--- src/rtl/vga_line_fetch_arbiter_if.sv ---
// Shared frame-memory port plus convolution-client request channel.
// master = arbiter side, slave = memory/convolution environment side.
interface vga_line_fetch_arbiter_if #(
    parameter int unsigned ADDR_W = 19,
    parameter int unsigned DATA_W = 8
);
    logic              mem_req;
    logic              mem_we;
    logic [ADDR_W-1:0] mem_addr;
    logic [DATA_W-1:0] mem_wdata;
    logic [DATA_W-1:0] mem_rdata;
    logic              c_req;
    logic              c_we;
    logic [ADDR_W-1:0] c_addr;
    logic [DATA_W-1:0] c_wdata;
    logic              c_gnt;
    logic              c_rvalid;

    modport master (
        output mem_req, mem_we, mem_addr, mem_wdata, c_gnt, c_rvalid,
        input  mem_rdata, c_req, c_we, c_addr, c_wdata
    );

    modport slave (
        input  mem_req, mem_we, mem_addr, mem_wdata, c_gnt, c_rvalid,
        output mem_rdata, c_req, c_we, c_addr, c_wdata
    );
endinterface

--- src/rtl/vga_line_fetch_arbiter.sv ---
// Line prefetch into a ping-pong buffer, sharing frame memory with the convolution engine.
// Optional CONV_ARB_FAIR_EN: C is granted one cycle after every 7 consecutive contended P grants.
module vga_line_fetch_arbiter #(
    parameter int unsigned       H_ACTIVE  = 640,
    parameter int unsigned       V_ACTIVE  = 480,
    parameter int unsigned       ADDR_W    = 19,
    parameter int unsigned       DATA_W    = 8,
    parameter logic [ADDR_W-1:0] BASE_ADDR = '0
) (
    input  logic                        clk,
    input  logic                        reset,
    input  logic                        frame_start,
    input  logic                        line_start,
    vga_line_fetch_arbiter_if.master    bus,
    output logic                        lb_we,
    output logic                        lb_bank,
    output logic [9:0]                  lb_waddr,
    output logic [DATA_W-1:0]           lb_wdata,
    output logic                        disp_bank,
    output logic                        fetch_busy,
    output logic                        underrun
);
    localparam int unsigned       XW       = 10;
    localparam int unsigned       LCW      = $clog2(V_ACTIVE + 1);
    localparam logic [XW-1:0]     XLast    = XW'(H_ACTIVE - 1);
    localparam logic [LCW-1:0]    LastLine = LCW'(V_ACTIVE - 1);
    localparam logic [LCW-1:0]    LineMax  = LCW'(V_ACTIVE);
    localparam logic [ADDR_W-1:0] LineStep = ADDR_W'(H_ACTIVE);

    typedef enum logic [1:0] {StIdle, StFetch, StDrain} state_e;

    state_e            state_q, state_d;
    logic [XW-1:0]     x_q, x_d;
    logic [ADDR_W-1:0] line_base_q, line_base_d;
    logic              fetch_bank_q, fetch_bank_d;
    logic [LCW-1:0]    line_cnt_q, line_cnt_d;
    logic              disp_bank_q, disp_bank_d;
    logic              underrun_q, underrun_d;
    logic              rd_pend_q, rd_bank_q, c_rvalid_q;
    logic [XW-1:0]     rd_x_q;
    logic              strobe, p_gnt, c_gnt, fair_stall;

    assign strobe = frame_start | line_start;
    // No prefetch issue in a strobe cycle: the fetch is being (re)started.
    assign p_gnt  = (state_q == StFetch) & ~strobe & ~fair_stall;
    assign c_gnt  = bus.c_req & ~p_gnt & ~reset;

`ifdef CONV_ARB_FAIR_EN
    logic [2:0] streak_q, streak_d;

    assign fair_stall = bus.c_req & (streak_q == 3'd7);

    always_comb begin
        streak_d = streak_q;
        if (state_q == StIdle || !bus.c_req || c_gnt) begin
            streak_d = '0;
        end else if (p_gnt) begin
            streak_d = streak_q + 3'd1;
        end
    end

    always_ff @(posedge clk or posedge reset) begin
        if (reset) begin
            streak_q <= '0;
        end else begin
            streak_q <= streak_d;
        end
    end
`else
    assign fair_stall = 1'b0;
`endif

    always_comb begin
        state_d      = state_q;
        x_d          = x_q;
        line_base_d  = line_base_q;
        fetch_bank_d = fetch_bank_q;
        line_cnt_d   = line_cnt_q;
        disp_bank_d  = disp_bank_q;
        underrun_d   = underrun_q;
        case (state_q)
            StFetch: begin
                if (p_gnt) begin
                    x_d = x_q + 1'b1;
                    if (x_q == XLast) state_d = StDrain;
                end
            end
            StDrain: state_d = StIdle;
            default: ;
        endcase
        if (frame_start) begin
            state_d      = StFetch;
            x_d          = '0;
            line_base_d  = BASE_ADDR;
            fetch_bank_d = 1'b0;
            line_cnt_d   = '0;
            disp_bank_d  = 1'b0;
        end else if (line_start) begin
            if (state_q != StIdle) underrun_d = 1'b1;
            disp_bank_d = line_cnt_q[0];
            if (line_cnt_q != LineMax) line_cnt_d = line_cnt_q + 1'b1;
            if (line_cnt_q < LastLine) begin
                state_d      = StFetch;
                x_d          = '0;
                fetch_bank_d = ~line_cnt_q[0];
                line_base_d  = line_base_q + LineStep;
            end else begin
                state_d = StIdle;
            end
        end
    end

    always_ff @(posedge clk or posedge reset) begin
        if (reset) begin
            state_q      <= StIdle;
            x_q          <= '0;
            line_base_q  <= BASE_ADDR;
            fetch_bank_q <= 1'b0;
            line_cnt_q   <= '0;
            disp_bank_q  <= 1'b0;
            underrun_q   <= 1'b0;
            rd_pend_q    <= 1'b0;
            rd_x_q       <= '0;
            rd_bank_q    <= 1'b0;
            c_rvalid_q   <= 1'b0;
        end else begin
            state_q      <= state_d;
            x_q          <= x_d;
            line_base_q  <= line_base_d;
            fetch_bank_q <= fetch_bank_d;
            line_cnt_q   <= line_cnt_d;
            disp_bank_q  <= disp_bank_d;
            underrun_q   <= underrun_d;
            rd_pend_q    <= p_gnt;
            c_rvalid_q   <= c_gnt & ~bus.c_we;
            if (p_gnt) begin
                rd_x_q    <= x_q;
                rd_bank_q <= fetch_bank_q;
            end
        end
    end

    always_comb begin
        bus.mem_req   = p_gnt | c_gnt;
        bus.mem_we    = c_gnt & bus.c_we;
        bus.mem_addr  = '0;
        bus.mem_wdata = '0;
        if (p_gnt) begin
            bus.mem_addr = line_base_q + ADDR_W'(x_q);
        end else if (c_gnt) begin
            bus.mem_addr  = bus.c_addr;
            bus.mem_wdata = bus.c_wdata;
        end
    end

    assign bus.c_gnt    = c_gnt;
    assign bus.c_rvalid = c_rvalid_q;

    // A strobe aborts the fetch, so the read landing this cycle is dropped.
    assign lb_we      = rd_pend_q & ~strobe;
    assign lb_bank    = rd_bank_q;
    assign lb_waddr   = rd_x_q;
    assign lb_wdata   = lb_we ? bus.mem_rdata : '0;
    assign disp_bank  = disp_bank_q;
    assign fetch_busy = (state_q != StIdle);
    assign underrun   = underrun_q;
endmodule

--- src/flat_wrapper.sv ---
// flat-port wrapper written by rule: the top's interface ports become plain ports
module vga_line_fetch_arbiter_flat 
#(
    parameter int unsigned       H_ACTIVE  = 640,
    parameter int unsigned       V_ACTIVE  = 480,
    parameter int unsigned       ADDR_W    = 19,
    parameter int unsigned       DATA_W    = 8,
    parameter logic [ADDR_W-1:0] BASE_ADDR = '0
)
  (clk, reset, frame_start, line_start, lb_we, lb_bank, lb_waddr, lb_wdata, disp_bank, fetch_busy, underrun, bus_mem_req, bus_mem_we, bus_mem_addr, bus_mem_wdata, bus_c_gnt, bus_c_rvalid, bus_mem_rdata, bus_c_req, bus_c_we, bus_c_addr, bus_c_wdata);
  vga_line_fetch_arbiter_if #(.ADDR_W(ADDR_W), .DATA_W(DATA_W)) bus_i ();
  input  logic clk;
  input  logic reset;
  input  logic frame_start;
  input  logic line_start;
  output logic lb_we;
  output logic lb_bank;
  output logic [9:0] lb_waddr;
  output logic [DATA_W-1:0] lb_wdata;
  output logic disp_bank;
  output logic fetch_busy;
  output logic underrun;
  output wire logic [$bits(bus_i.mem_req)-1:0] bus_mem_req;
  output wire logic [$bits(bus_i.mem_we)-1:0] bus_mem_we;
  output wire logic [$bits(bus_i.mem_addr)-1:0] bus_mem_addr;
  output wire logic [$bits(bus_i.mem_wdata)-1:0] bus_mem_wdata;
  output wire logic [$bits(bus_i.c_gnt)-1:0] bus_c_gnt;
  output wire logic [$bits(bus_i.c_rvalid)-1:0] bus_c_rvalid;
  input wire logic [$bits(bus_i.mem_rdata)-1:0] bus_mem_rdata;
  input wire logic [$bits(bus_i.c_req)-1:0] bus_c_req;
  input wire logic [$bits(bus_i.c_we)-1:0] bus_c_we;
  input wire logic [$bits(bus_i.c_addr)-1:0] bus_c_addr;
  input wire logic [$bits(bus_i.c_wdata)-1:0] bus_c_wdata;
  assign bus_mem_req = bus_i.mem_req;
  assign bus_mem_we = bus_i.mem_we;
  assign bus_mem_addr = bus_i.mem_addr;
  assign bus_mem_wdata = bus_i.mem_wdata;
  assign bus_c_gnt = bus_i.c_gnt;
  assign bus_c_rvalid = bus_i.c_rvalid;
  assign bus_i.mem_rdata = bus_mem_rdata;
  assign bus_i.c_req = bus_c_req;
  assign bus_i.c_we = bus_c_we;
  assign bus_i.c_addr = bus_c_addr;
  assign bus_i.c_wdata = bus_c_wdata;
  vga_line_fetch_arbiter #(.H_ACTIVE(H_ACTIVE), .V_ACTIVE(V_ACTIVE), .ADDR_W(ADDR_W), .DATA_W(DATA_W), .BASE_ADDR(BASE_ADDR)) u_core (.clk(clk), .reset(reset), .frame_start(frame_start), .line_start(line_start), .bus(bus_i), .lb_we(lb_we), .lb_bank(lb_bank), .lb_waddr(lb_waddr), .lb_wdata(lb_wdata), .disp_bank(disp_bank), .fetch_busy(fetch_busy), .underrun(underrun));
endmodule
--- config.mk ---
export PLATFORM = sky130hd
export DESIGN_NAME = vga_line_fetch_arbiter_flat
export DESIGN_NICKNAME = d
export VERILOG_FILES = /design/src/rtl/vga_line_fetch_arbiter_if.sv /design/src/rtl/vga_line_fetch_arbiter.sv /design/src/flat_wrapper.sv
export SDC_FILE = /design/constraint.sdc
export NUM_CORES = 1
export LEC_CHECK = 0
export ABC_AREA = 1
export CAP_MARGIN = 20
export CORE_MARGIN = 2
export CORE_UTILIZATION = 52
export DETAILED_ROUTE_END_ITERATION = 10
export PLACE_DENSITY = 0.92
export SETUP_SLACK_MARGIN = 0.5
export SYNTH_ARGS = -nofsm -noshare
export SYNTH_HDL_FRONTEND = slang
export SYNTH_SLANG_ARGS = --single-unit
--- constraint.sdc ---
create_clock -name clk -period 6.6 [get_ports clk]
set_input_delay 1.32 -clock clk [delete_from_list [all_inputs] [get_ports clk]]
set_output_delay 1.32 -clock clk [all_outputs]
set_load 0.03 [all_outputs]
==> metrics.txt, run 1 <==
outcome complete, no violations; crit path kind input pin to output pin; hold violation total from the final report 0; Yosys reg bits 49; hold path cells 1; arrival time of the worst setup path 4.28 ns; largest family of logic cells by synthesized area simple AND/OR/NAND/NOR gates; Yosys warnings 0; Simple-Gate Fraction of Synth Area 35.74%; cell row count 29; Worst Path Max Fanout 30; # diodes 0; highest-delay cell along the critical path clkdlybuf4s50_1; initial antenna violation count 0; Post-synth EDFFs 0; Setup violations, final 0; count leader, synth nand2_1; CTS clk-pin slew, worst paths 0.10 ns; setup TNS 0 ns; TritonCTS Buffers 5; FMAX 178.6 MHz; Async S/R FF share, synth 100.0%; Startpoint Class input pin; largest net degree at the start of global routing 50; post-synthesis adder-cell area fraction 4.165%; most used cell, CP clkdlybuf4s50_1; antenna viol nets, final 0; Synth Area in Compound Gates 9.580%; Synth Area in XOR/XNOR 2.916%; R2R depth 10; Total Power 665.4 µW; Area Overhead vs Synth 31.69%; Unique masters post-synth 32; area of the die 0.007008 mm²; GR Util All Layers 26.77%; layout cells sized above 1 4.491%; Synth top cells by count nand2_1 (153), inv_1 (66), nor2_1 (60); root buf cell clkbuf_8; dpl hpwl 6832 µm; post-synthesis sequential area ratio 37.11%; fin nets 630; synthesized net count 542; CP Data Required Time 5.28 ns; Pleak 0.002060 µW; Post-Route WL 8891 µm; fin crit share 84.83%; DR vias 3508; Slew Limit Fails 0; Overflow after GRT 0; Syn Std Cell Area 0.003304 mm²; vias in the first global route 3336; Synth area leaders dfrtp_1 (37%), nand2_1 (17%), inv_1 (7.5%); total power divided by cell area 152.9 mW/mm²; clk sinks 49; Crit. End Element output pin; Final min period 5.598 ns; Vias/cell 5.348; Residual DRC 0; post-synthesis mux area share 0%; ys flop type dfrtp_1; clock latency on the worst-skew pair 0.32 ns; first-pass GRT wire length 15550 µm; drt pass-1 iters 5; CTS-repair resized insts 0; top-area cell type share of the netlist area 37.11%; CP Cell Sequence clkdlybuf4s50_1, nor2_4, nand2_2, buf_4, inv_1, o21ai_0, o21ai_1, clkdlybuf4s50_1; die height 83.72 µm; num ports 95; worst slew pin tran 0.6361 ns; RSZ-0062 raised after global routing no; gate count after technology mapping 490; port bufs 94; initial core utilization 52.95%; Post-CTS Setup Inserts 0; H-tree depth 2; syn avg cell area 6.744 µm²; Peak VDD IR 0.09729 mV; Max clock buf depth 2; CTS tree yes; GP Congestion 0.8623; Final Skew 0.007573 ns; Max Cap Violations 0; die width 83.72 µm; Hold Buf Count CTS 0; Initial DRC Count 266; core area 0.006241 mm²; Slew HR 57.54%; Hold Path Class register to register; slowest stage delay, CP 0.69 ns; cell taking the most area after synthesis dfrtp_1; wire length per cell 13.55 µm
[cells by family after synthesis]
family | count (synthesis)
other cells | 1
buf+inv | 81
simple gates | 282
xor+xnor | 11
compound gates | 55
fa+ha+maj | 11
flops | 49
[routing by layer]
layer | vias to the layer above | share of wire [%] | track usage [%]
met2 | 113 | 51 | 46.40
met3 | 27 | 4.5 | 4.352
met5 | - | 0 | 0
li1 | 1711 | - | -
met1 | 1657 | 41 | 33.86
met4 | 0 | 2.8 | 9.238
[final timing paths]
check,start,to,slack (ns)
worst min register to register,u_core.underrun,u_core.underrun,0.46
worst max-delay path,frame_start,bus_mem_addr[10],1.00
min in group asynchronous,reset,u_core.lb_waddr[9],1.53
max in group asynchronous,reset,u_core.line_base_q[11],4.65
worst min-delay path,u_core.underrun,u_core.underrun,0.46
worst max register to register,u_core.state_q[1],u_core.x_q[6],4.31
[power by group]
part           internal [µW]  leakage [µW]  switching, µW
Clock                   75.5     0.0000445            112
Sequential               310      0.000664           12.8
Combinational           64.0       0.00135           90.7
[state kept, by name (all words and copies together) (netlist names)]
register / cells
u_core.line_base_q: 12
u_core.lb_waddr: 10
u_core.x_q: 10
u_core.line_cnt_q: 9
u_core.state_q: 2
u_core.bus.c_rvalid: 1
u_core.disp_bank: 1
u_core.fetch_bank_q: 1
u_core.lb_bank: 1
u_core.rd_pend_q: 1
u_core.underrun: 1
[metrics by stage]
| step | hold WS (ns) | area (µm²) | setup WS, ns | std cells | utilization (%) |
|---|---|---|---|---|---|
| finish | 0.4635 | 4352 | 1.002 | 656 | 69.73 |
| global route | 0.4913 | 4352 | 0.8197 | 656 | 69.73 |
| CTS | 0.4662 | 4352 | 1.053 | 656 | 69.73 |
| detailed placement | 0.4433 | 4262 | 1.065 | 648 | 68.28 |
| global placement | 0.4392 | 4262 | 1.130 | 648 | 68.28 |
| floorplan | 0.4746 | 3304 | 1.894 | 490 | - |
[area by class of cell]
type	count	area, µm²
Sequential cell	49	1226
Inverter	66	247.7
Fill cell	489	1889
Timing Repair Buffer	96	955.9
Clock inverter	3	21.27
Multi-Input combinational cell	360	1735
Tap cell	77	96.34
Clock buffer	5	68.82
[worst max-delay path: cells and delay by family]
kind	cells	cell delay (ns)
and+or+nand+nor	2	0.37
AOI/OAI and AO/OA	2	0.46
buffers and inverters	4	2.11
[cells in the final DEF, fill, tap and decap left out, drive strengths merged, types with 7 or more instances in the layout]
cell	instances
clkdlybuf4s50	94
dfrtp	49
xor2	9
a21oi	7
inv	67
nand3	43
o21ai	40
nor2	64
nand2	159
ha	11
Note: power is estimated with default switching activity, not from simulation.
==> run 2: changes to the inputs <==
Settings changed: CORE_UTILIZATION 52 to 44, PLACE_DENSITY 0.92 to 0.84.
Clock period 6.6 ns to 4.9 ns, I/O delays scaled along.
==> run 2 against run 1 <==
Compared with the run above:
- final area down 0.26%
- first-iteration DRC count down 20%
- sequential power up 35%
- flip-flop and latch count unchanged
- largest power group unchanged
- count of clock-buffer cells in the layout unchanged
- critical path depth unchanged
==> metrics.txt, run 2 (synthesis results as in run 1) <==
Area Overhead vs Synth 31.35%; GR Util All Layers 21.23%; arrival time of the worst setup path 3.07 ns; CTS-repair resized insts 0; clk sinks 49; Final Skew 0.01150 ns; Slew HR 58.14%; Final min period 4.055 ns; RSZ-0062 raised after global routing no; Top reg by flops u_core.line_base_q; wire length per cell 12.61 µm; antenna viol nets, final 0; die height 90.66 µm; Hold Buf Count CTS 0; Fillers 654; Startpoint Class input pin; port bufs 94; largest net degree at the start of global routing 50; Setup violations, final 0; Largest register FFs 12; FMAX 246.6 MHz; GP Congestion 0.8992; Max Cap Violations 0; most frequent cells in the layout nand2_1 (153), clkdlybuf4s50_1 (74), inv_1 (65); layout cells sized above 1 8.103%; setup TNS 0 ns; Total Power 891.7 µW; Sequential Area 0.001226 mm²; Worst Path Max Fanout 20; first-pass GRT wire length 14510 µm; commonest non-fill, non-tap cell in the layout nand2_1; num ports 95; initial antenna violation count 0; hold violation total from the final report 0; Vias/cell 4.951; R2R Path Start u_core.state_q[1]; Slew Limit Fails 0; total power divided by cell area 205.5 mW/mm²; Initial DRC Count 212; sequential share of power 48.8%; CP Data Required Time 3.92 ns; die width 90.66 µm; dpl hpwl 6531 µm; vias in the first global route 3185; outcome complete, no violations; Overflow after GRT 0; Crit. End Element output pin; area of the die 0.008219 mm²; fin crit share 82.75%; Post-CTS Setup Inserts 0; Worst setup startpoint line_start; Pleak 0.002101 µW; Max clock buf depth 2; drt pass-1 iters 6; H-tree depth 2; clock latency on the worst-skew pair 0.31 ns; area occupied by multi-input gates 0.001735 mm²; # diodes 0; core area 0.007253 mm²; CTS clk-pin slew, worst paths 0.10 ns; CTS tree yes; Hold Path Class register to register; hold path start u_core.underrun; TritonCTS Buffers 5; worst slew pin tran 0.6279 ns; fin nets 631; crit path kind input pin to output pin; Sw Pwr 287.4 µW; clock share of power 28.5%; Residual DRC 0; internal power 604.4 µW; Post-Route WL 8564 µm; root buf cell clkbuf_8; initial core utilization 45.56%; Peak VDD IR 0.1164 mV; DR vias 3362; Sw Ratio 32.22%; cell row count 31; Comb power frac 22.7%
[run 2: cell count changes in the layout (fill, tap and decap cells not counted)]
cell             before  now
clkinv_4              0    1
buf_4                 2   23
clkdlybuf4s50_1      94   74
clkinv_2              1    0
[run 2: area by class of cell]
class                   instances  area share, %
flip-flops and latches         49          28.25
repair buffers                 97          21.04
inverters                      66          5.708
multi-input cells             360          39.98
clock inverters                 3         0.5765
clock buffers                   5          1.585
well taps                      99          2.854
[run 2: power by group through the flow]
| stage | clock network (µW) | registers [µW] | logic (µW) |
|---|---|---|---|
| global route | 264 | 437 | 222 |
| detailed placement | 0 | 442 | 202 |
| global placement | 0 | 442 | 198 |
| floorplan | 0 | 445 | 113 |
| finish | 254 | 435 | 203 |
| CTS | 257 | 435 | 203 |
[run 2: routing by layer]
metal | track usage (%) | part of all wire (%) | up-vias
met5 | 0 | 0 | -
met4 | 7.051 | 2.3 | 0
met3 | 3.088 | 4.0 | 24
met2 | 38.43 | 50 | 91
met1 | 25.75 | 44 | 1537
li1 | - | - | 1710
[run 2: path summary, 6_finish.rpt]
| kind | end | slack, ns | cells after the start |
|---|---|---|---|
| min reg2reg | u_core.underrun | 0.47 | 1 |
| max in group asynchronous | u_core.line_base_q[18] | 3.27 | 3 |
| max | bus_mem_addr[6] | 0.85 | 8 |
| min | u_core.underrun | 0.47 | 1 |
| max reg2reg | u_core.x_q[4] | 2.84 | 8 |
| min in group asynchronous | u_core.x_q[2] | 1.21 | 3 |
[run 2: stage by stage]
step,cell area (µm²),hold slack (ns),setup WS [ns],utilization [%],std cells
final,4340,0.4748,0.8452,59.84,679
after global routing,4340,0.4869,0.5902,59.84,679
after CTS,4340,0.4831,0.8296,59.84,679
after detailed placement,4247,0.4594,0.8309,58.55,671
after global placement,4247,0.4434,0.9283,58.55,671
after floorplan,3304,0.4746,0.8736,-,490
[run 2: worst max-delay path, stage by stage]
cell and delay (ns):
clkdlybuf4s50_1 0.57, nor2_4 0.08, nand2_2 0.17, nand3_1 0.32
inv_1 0.54, nand2_1 0.10, o211ai_1 0.11, buf_4 0.19
==> run 3: changes to the inputs <==
Clock period 4.9 ns to 3.4 ns, I/O delays scaled along.
==> run 3 against run 2 <==
Compared with the run above:
- routed wire length increased by 5.3%
- utilization is 0.74 points higher
- sequential power grew 44%
- sequential share of layout area is 0.32 points lower
- global-route usage is 1.2 points higher
- final cell count up 1.0%
- worst hold slack got worse by 0.0074 ns
- largest power group unchanged
- count of clock-buffer cells in the layout stayed put
- clock power rose by 38%
- critical path depth is 2 higher
==> metrics.txt, run 3 (synthesis results as in run 1) <==
antenna viol nets, final 0; Final Instance Area 0.004394 mm²; largest net degree at the start of global routing 50; Top Usage Layer GRT met2; Startpoint Class register; CTS clk-pin slew, worst paths 0.09 ns; Final min period 2.768 ns; Non-Filler Instances 686; Hold Buf Count CTS 0; crit path kind register to output pin; Largest register FFs 12; vias in the first global route 3466; DP Cell Count 678; Pleak 0.002207 µW; DR vias 3497; die width 90.66 µm; clock latency on the worst-skew pair 0.31 ns; most frequent cells in the layout nand2_1 (153), inv_1 (65), nor2_1 (57); met3 usage 3.088%; # diodes 0; worst slew pin tran 0.6297 ns; port bufs 94; cell row count 31; total power divided by cell area 290.7 mW/mm²; Post-Route WL 9014 µm; H-tree depth 2; Slew Limit Fails 0; setup TNS 0 ns; layout cells sized above 1 10.90%; area of the die 0.008219 mm²; root buf cell clkbuf_8; hold violation total from the final report 0; first-pass GRT wire length 15500 µm; initial antenna violation count 0; Post-CTS Setup Inserts 0; CP Data Required Time 2.72 ns; TritonCTS Buffers 5; fin nets 638; dpl hpwl 6845 µm; Slew HR 58.02%; outcome complete, no violations; die height 90.66 µm; Setup violations, final 0; CTS tree yes; drt pass-1 iters 5; GP Congestion 0.8638; FMAX 361.2 MHz; M1 GR Usage 27.18%; RSZ-0062 raised after global routing no; Hold Path Class register to register; core area 0.007253 mm²; wire length per cell 13.14 µm; reg-to-reg setup timing slack 1.54 ns; clk sinks 49; GR Util All Layers 22.42%; Crit. End Element output pin; Top reg by flops u_core.line_base_q; arrival time of the worst setup path 2.09 ns; Initial DRC Count 208; num ports 95; initial core utilization 45.56%; Peak VDD IR 0.1852 mV; Overflow after GRT 0; Final Skew 0.007159 ns; Max Cap Violations 0; DP Area 0.004335 mm²; Area Overhead vs Synth 32.98%; Max clock buf depth 2; Vias/cell 5.098; met2 GRT Util 40.80%; fin crit share 81.43%; commonest non-fill, non-tap cell in the layout nand2_1; Residual DRC 0; Worst Path Max Fanout 8
==> run 3: path summary, 6_finish.rpt <==
check | start | to | cells after the start
worst max-delay path | u_core.line_base_q[8] | bus_mem_addr[14] | 10
worst min-delay path | u_core.underrun | u_core.underrun | 1
worst max register to register | u_core.line_cnt_q[0] | u_core.line_cnt_q[3] | 9
worst min register to register | u_core.underrun | u_core.underrun | 1
max in group asynchronous | reset | u_core.line_base_q[9] | 3
min in group asynchronous | reset | u_core.lb_waddr[4] | 3
==> run 3: through the flow <==
stage / power [µW] / worst slack [ns] / hold slack (ns) / utilization [%]
5_1_grt: 1335 / 0.5221 / 0.4841 / 60.58
2_1_floorplan: 805.2 / 0.5212 / 0.4746 / -
3_5_place_dp: 940.9 / 0.1215 / 0.4497 / 59.77
3_3_place_gp: 933.1 / 0.1627 / 0.4391 / 59.77
6_report: 1278 / 0.6315 / 0.4673 / 60.58
4_1_cts: 1284 / 0.4094 / 0.4728 / 60.72
==> run 3: power breakdown <==
part           internal, µW  total [µW]  leakage [µW]  switching, µW
sequential              603         628      0.000662           25.8
combinational           121         298       0.00150            177
clock                   146         351     0.0000445            205
total                   870        1280       0.00221            408
==> run 3: what timing repair did <==
item | CTS | global route
pin swaps | 0 | 1
resized for setup | 51 | 32
endpoints found under the setup margin | 30 | 32
==> run 3: final cells by class <==
cell class,count,area [µm²]
repair buffers,104,923.4
fillers,682,2859
clock buffers,5,68.82
clock inverters,3,21.27
inverters,66,251.5
flip-flops and latches,49,1227
multi-input cells,360,1778
well taps,99,123.9
==> run 3: worst max-delay path: stages, from the launching register on <==
cell and delay, ns:
dfrtp_1 0.48, ha_4 0.33, nand2_1 0.07, nor2_2 0.14
nor2_4 0.06, nand2_2 0.14, nand2_1 0.06, nand2_1 0.07
nand3_1 0.06, nand2_1 0.07, clkdlybuf4s18_2 0.30
==> run 3: per-layer routing <==
layer	share of wire, %	wire (µm)
met1	43	3843
met2	51	4638
met3	4.4	395
met4	1.5	136
met5	0	0
